--- src/rtl/compound_dispatch_n.sv ---
// Samples {mode, x, y} records, accumulates x on writes and hands each result
// to NUM_CH blocking sync/notify consumers, round-robin or broadcast.
module compound_dispatch_n #(
  parameter int NUM_CH    = 4,
  parameter int X_WIDTH   = 32,
  parameter int BROADCAST = 0,
  localparam int PTR_W    = (NUM_CH > 1) ? $clog2(NUM_CH) : 1
) (
  input  logic               clk,
  input  logic               rst,
  input  logic               m_in_mode,
  input  logic [X_WIDTH-1:0] m_in_x,
  input  logic               m_in_y,
  output logic               b_out_mode,
  output logic [X_WIDTH-1:0] b_out_x,
  output logic               b_out_y,
  output logic [NUM_CH-1:0]  b_out_notify,
  input  logic [NUM_CH-1:0]  b_out_sync,
  output logic [PTR_W-1:0]   ch_ptr,
  output logic [15:0]        sent_count
);

  // state     | meaning
  // SECTION_A | sample master record every cycle; a write launches delivery
  // SECTION_B | hold record, wait for consumer sync on notified channel(s)
  typedef enum logic {SECTION_A = 1'b0, SECTION_B = 1'b1} section_e;

  section_e             state_q, state_d;
  logic                 rec_mode_q, rec_mode_d;
  logic [X_WIDTH-1:0]   rec_x_q, rec_x_d;
  logic                 rec_y_q, rec_y_d;
  logic [NUM_CH-1:0]    notify_q, notify_d;
  logic [NUM_CH-1:0]    done_q, done_d;
  logic [PTR_W-1:0]     ptr_q, ptr_d;
  logic [15:0]          cnt_q, cnt_d;

  logic [NUM_CH-1:0]    comp;
  logic [NUM_CH-1:0]    done_all;

  always_ff @(posedge clk or posedge rst) begin
    if (rst) begin
      state_q    <= SECTION_A;
      rec_mode_q <= 1'b0;
      rec_x_q    <= '0;
      rec_y_q    <= 1'b0;
      notify_q   <= '0;
      done_q     <= '0;
      ptr_q      <= '0;
      cnt_q      <= '0;
    end else begin
      state_q    <= state_d;
      rec_mode_q <= rec_mode_d;
      rec_x_q    <= rec_x_d;
      rec_y_q    <= rec_y_d;
      notify_q   <= notify_d;
      done_q     <= done_d;
      ptr_q      <= ptr_d;
      cnt_q      <= cnt_d;
    end
  end

  always_comb begin
    state_d    = state_q;
    rec_mode_d = rec_mode_q;
    rec_x_d    = rec_x_q;
    rec_y_d    = rec_y_q;
    notify_d   = notify_q;
    done_d     = done_q;
    ptr_d      = ptr_q;
    cnt_d      = cnt_q;
    // sync is only meaningful on channels currently being notified
    comp       = notify_q & b_out_sync;
    done_all   = done_q | comp;

    case (state_q)
      SECTION_A: begin
        rec_y_d    = m_in_y;
        rec_mode_d = m_in_mode;
        if (m_in_mode) begin
          rec_x_d = rec_x_q + m_in_x;
          state_d = SECTION_B;
          if (BROADCAST != 0) begin
            notify_d = '1;
            done_d   = '0;
          end else begin
            notify_d = NUM_CH'(1) << ptr_q;
          end
        end
      end
      SECTION_B: begin
        notify_d = notify_q & ~comp;
        if (BROADCAST != 0) begin
          done_d = done_all;
          if (&done_all) begin
            cnt_d   = cnt_q + 16'd1;
            state_d = SECTION_A;
          end
        end else if (|comp) begin
          ptr_d   = (ptr_q == PTR_W'(NUM_CH - 1)) ? '0 : ptr_q + 1'b1;
          cnt_d   = cnt_q + 16'd1;
          state_d = SECTION_A;
        end
      end
      default: state_d = SECTION_A;
    endcase
  end

  assign b_out_mode   = rec_mode_q;
  assign b_out_x      = rec_x_q;
  assign b_out_y      = rec_y_q;
  assign b_out_notify = notify_q;
  assign ch_ptr       = ptr_q;
  assign sent_count   = cnt_q;

endmodule

--- config.mk ---
export PLATFORM = sky130hd
export DESIGN_NAME = compound_dispatch_n
export DESIGN_NICKNAME = d
export VERILOG_FILES = /design/src/rtl/compound_dispatch_n.sv
export SDC_FILE = /design/constraint.sdc
export NUM_CORES = 1
export LEC_CHECK = 0
export BUFFER_PORTS_ARGS = -buffer_cell sky130_fd_sc_hd__buf_2
export CORE_ASPECT_RATIO = 2
export CORE_MARGIN = 4
export CORE_UTILIZATION = 45
export CTS_CLUSTER_DIAMETER = 30
export CTS_CLUSTER_SIZE = 12
export DETAILED_ROUTE_END_ITERATION = 8
export PLACE_DENSITY = 0.71
export SKIP_CTS_REPAIR_TIMING = 1
export SLEW_MARGIN = 20
export SYNTH_ARGS = -nofsm -noshare
export SYNTH_HDL_FRONTEND = slang
export SYNTH_SLANG_ARGS = --single-unit
--- constraint.sdc ---
create_clock -name clk -period 4.2 [get_ports clk]
set_clock_uncertainty 0.15 [all_clocks]
set_input_delay 0.42 -clock clk [delete_from_list [all_inputs] [get_ports clk]]
set_output_delay 0.42 -clock clk [all_outputs]
set_load 0.01 [all_outputs]
=== After elaboration in Yosys (flattened, before gate mapping) ===
Index checks and enable logic that the tools add are counted.

* Flip-flop bits (word level): 57
* Word-level logic and storage cells: 26
* Bits of input ports: 40
* Output and inout bits: 56

* Shifts and indexed selects: 1
* Reductions and logical operators: 3
* Bitwise gates (word level): 4
* Add/subtract/negate cells: 3
* Eq/ne operators: 2
* Muxes and demuxes: 6

{| class="wikitable"
|+ Operators by type and width
! operator !! number
|-
| $add 32x32->32 || 1
|-
| $add 16x1->16 const B || 1
|-
| $and 4x4->4 || 2
|-
| $pmux 4 s2 || 1
|-
| $mux 4 || 1
|-
| $not 4->4 || 1
|-
| $reduce_and 2->1 || 2
|-
| $reduce_or 4->1 || 1
|-
| $shl 1x2->4 const A || 1
|-
| $add 2x1->2 const B || 1
|-
| $eq 2x2->1 const B || 1
|-
| $mux 1 || 2
|-
| $mux 2 || 1
|-
| $ne 2x2->1 const B || 1
|-
| $pmux 1 s2 || 1
|-
| $not 1->1 || 1
|}

=== Depth between registers and ports, before layout ===
* Depth in word-level cells: 4
* Gate-level depth with buffers: 10
* Mapped depth without buffers: 10

=== Least setup slack after synthesis ===
Ideal clock, no wire load.

* Kind: input to register
* Start: input port m_in_x[0]
* End: register rec_x_q[28], in the netlist b_out_x[28]
* Data required time: 3919 ps
* Buffers on the path: 0
* Setup slack: 1394 ps
* Cell stages on the path: 10
* Setup time: 131 ps
* Arrival time: 2525 ps
* Cells stage by stage: ha_1 -> fa_1 -> a21o_1 -> a21oi_2 -> o31ai_4 -> a221o_2 -> a41oi_4 -> and4_1 -> or4_1 -> nand3_1

* Cells in the longest elaborated chain, start to end: 1

{| class="wikitable"
|+ RTL lines
! item !! RTL line !! RTL
|-
| start: declaration || 12 || <nowiki>input logic [X_WIDTH-1:0] m_in_x,</nowiki>
|-
| $add 32x32->32 || 80 || <nowiki>rec_x_d = rec_x_q + m_in_x;</nowiki>
|-
| end signal: assignment || 53 || <nowiki>rec_x_q <= rec_x_d;</nowiki>
|-
| end: declaration || 30 || <nowiki>logic [X_WIDTH-1:0] rec_x_q, rec_x_d;</nowiki>
|}

Every way passes these cells.
A chain may end at the register's enable or synchronous reset.

=== Worst setup path after layout ===
* Start: register rec_x_q[0], in the netlist b_out_x[0]
* End: register rec_x_q[20], in the netlist b_out_x[20]

* Cells in the longest elaborated chain, start to end: 1

{| class="wikitable"
|+ RTL lines
! item !! RTL line
|-
| $add 32x32->32 || 80
|}

Every way passes these cells.

==> metrics.yaml <==
logic_synthesis:
  synthMuxAreaShare: 0.0177
  synth_compound_area_frac: 0.215
  yosys.area_share.simple: 0.184
  synth_cell_type_count: 58
  synth_area_mm2: 0.00403
  synth_adder_area_share: 0.117
  yosysTopAreaCellShare: 0.354
  seq_area_frac_synth: 0.354
  synth_xor_area_frac: 0.0826
  ys_warn_count: 0
  ys_ff_latch: 57
  synth.area.top_cells: "dfrtp_1 (35%), ha_1 (11%), nand2_1 (5.8%)"
  synth_ff_type: "dfrtp_1"
  avgSynthCellArea_um2: 9.10
  syn_nets: 520
  synth_edf_count: 0
  async_flop_share: 1.00
  synth_top_family_by_area: "compound AO/OA/AOI/OAI gates"
  post_synth_inst_count: 443
  synth_top_cells_by_count: "nand2_1 (62), dfrtp_1 (57), o21ai_0 (37)"
  synth.most_common_cell: "nand2_1"
  yosys.area.top_type: "dfrtp_1"
sta:
  slew_viol_final: 0
  fin_hold_ws_ns: -0.0149
  fin_crit_sh: 0.716
  fmax_ghz: 0.332
  worstMarginPinSlew_ns: 0.772
  post-route-min-period_ns: 3.01
  fin_setup_tns_ns: 0
  hold_viol_final: 24
  rsz0062_at_grt: "no"
  relSlewSlack: 0.484
  setup_viol: 0
worst_setup_path:
  crit_slowest_cell: "fa_1"
  critical_path.max_stage_delay_ns: 0.42
  path_class: "flop to flop"
  cp_common_cell: "o21ai_0"
  r2r-start: "b_out_x[0]$_DFFE_PP0P_"
  critical-path-top-delay-family: "compound AO/OA/AOI/OAI gates"
  timing.rr.end: "b_out_x[20]$_DFFE_PP0P_"
  worstPathCellList: "ha_1 > fa_1 > a21o_1 > a21oi_2 > o31ai_4 > a221o_2 > a41oi_4 > o21ai_0 > xnor2_1 > o21ai_0"
  worst-path-buf-inv: 0
  crit_path_max_fanout: 4
  rrSetupSlack_ns: 1.19
  crit_path_end_kind: "flop"
  worstPathArrival_ns: 3.04
  reg2reg_depth: 10
  worstPathRequired_ns: 4.23
  startpoint_type: "flop"
  worstSetupPathDepth: 10
cts:
  htreeDepth: 3
  cts.clk_slew.worst_paths_ns: 0.05
  cts_tree: "yes"
  clock_sinks: 57
  cts_buffers: 9
  clock_latency_ns: 0.33
  root_buffer: "clkbuf_16"
  clockBufferDepth: 2
route:
  via_per_inst: 5.60
  first_pass_iters: 5
  vias: 3560
  drc: 0
  drtAntennaViolNets: 0
  avgRoutedWirePerCell_um: 15.8
  drt_iter0_markers: 147
  drt_wl_total_um: 10000
global_routing:
  grt_pass1_vias: 3632
  grt_usage: 0.198
  grt_antenna_before_repair: 0
  grt_max_degree: 40
  grt_pass1_wl_um: 16500
  grt_overflow: 0
finish:
  antennaDiodeCount: 0
  drive_gt1_frac: 0.237
  nets: 608
  design_area_mm2: 0.00488
  fillerInstances: 821
  areaGrowthSynthToFinish_pct: 21.0
die:
  coreArea_mm2: 0.00871
  rows: 48
  chipHeight_um: 142
  dieArea_mm2: 0.0106
  io_pins: 96
  die_w_um: 74.9
  start_util: 0.463
status:
  status: "complete, but fails checks"
  violations: "negative hold slack"
place:
  io_buffer_count: 95
  hpwlAfterDp_um: 7910
  place_area_mm2: 0.00456
  place_congestion: 0.839
pwr:
  power.leakage_nw: 2.46
  p_per_area_mw_per_mm2: 773
  vdd_drop_max_uv: 332
worst_hold_path:
  holdCritPathClass: "input port to async pin"
run:
  cap_viol_max_count: 0
[layout make-up]
class / instances / area [um^2] / share of cell area
multi-input combinational: 357 / 2480 / 0.509
sequential: 57 / 1430 / 0.292
timing repair buffer: 97 / 490 / 0.101
clock buffer: 12 / 267 / 0.0546
tap: 100 / 125 / 0.0257
clock inverter: 4 / 50.0 / 0.0103
inverter: 9 / 33.8 / 0.00693
[logic make-up (layout without fill, tap and decap cells)]
logic type	after synthesis	in the layout
buf+inv	29	122
compound gates	125	125
flops	57	57
fa+ha+maj	37	37
mux	7	7
simple gates	150	150
xor+xnor	38	38
[cells in the final DEF, fill, tap and decap left out, types with 3 or more instances in the layout]
cell type	instances
buf_2	95
nand2_1	62
dfrtp_1	57
o21ai_0	37
ha_1	36
a21oi_1	25
nor2_1	23
xnor2_1	23
a21o_1	18
nand3_1	15
xor2_1	15
nand4_1	9
clkbuf_16	9
inv_1	8
nor3b_1	8
and3_1	7
mux2i_1	6
a31oi_1	5
nor2b_1	5
a211o_1	4
a211oi_1	4
o31ai_1	4
nand3b_1	4
nor3_1	3
o21a_1	3
clkbuf_8	3
[through the flow]
step                      instances  utilization  power (W)  setup slack (ns)  hold WS [ns]
final                           636        0.560    0.00377              1.19       -0.0149
after global routing            636        0.560    0.00409             0.963        0.0326
after CTS                       636        0.560    0.00381              1.17       0.00851
after detailed placement        620        0.524    0.00303              1.05         0.308
after global placement          620        0.524    0.00298              1.09         0.306
after floorplan                 443            -    0.00246              1.39         0.357
[power by group]
group | internal, W | switching, W | total (W) | leakage (nW)
sequential | 0.000765 | 0.000194 | 0.000959 | 0.720
clock | 0.000506 | 0.000255 | 0.000760 | 0.151
combinational | 0.000878 | 0.00117 | 0.00205 | 1.59
[how the worst max path moves through the flow]
stage,startpoint,end
3_5_place_dp,m_in_x[0],b_out_x[20]$_DFFE_PP0P_
3_3_place_gp,m_in_x[0],b_out_x[20]$_DFFE_PP0P_
6_report,b_out_x[0]$_DFFE_PP0P_,b_out_x[20]$_DFFE_PP0P_
5_1_grt,b_out_x[0]$_DFFE_PP0P_,b_out_x[20]$_DFFE_PP0P_
4_1_cts,b_out_x[0]$_DFFE_PP0P_,b_out_x[20]$_DFFE_PP0P_
2_1_floorplan,m_in_x[0],b_out_x[28]$_DFFE_PP0P_
[sequential cells by signal (all words and copies together), names as in the netlist]
| register | cells |
|---|---|
| b_out_mode | 1 |
| ch_ptr | 2 |
| b_out_x | 32 |
| b_out_notify | 4 |
| b_out_y | 1 |
| sent_count | 16 |
| state_q | 1 |
[worst reg2reg max path, delay by kind of cell, from the launching register on]
family / cells / cell delay, ns
AO/OA/AOI/OAI: 7 / 1.48
flip-flops: 1 / 0.39
adder cells (fa/ha/maj): 2 / 0.67
XOR/XNOR: 1 / 0.15
[per-layer routing]
metal  share of wire  GRT usage
met5               0          0
met2            0.57      0.370
met1            0.36      0.206
met3           0.051     0.0426
met4           0.017     0.0732
No activity file was read; power rests on OpenSTA's default activity.
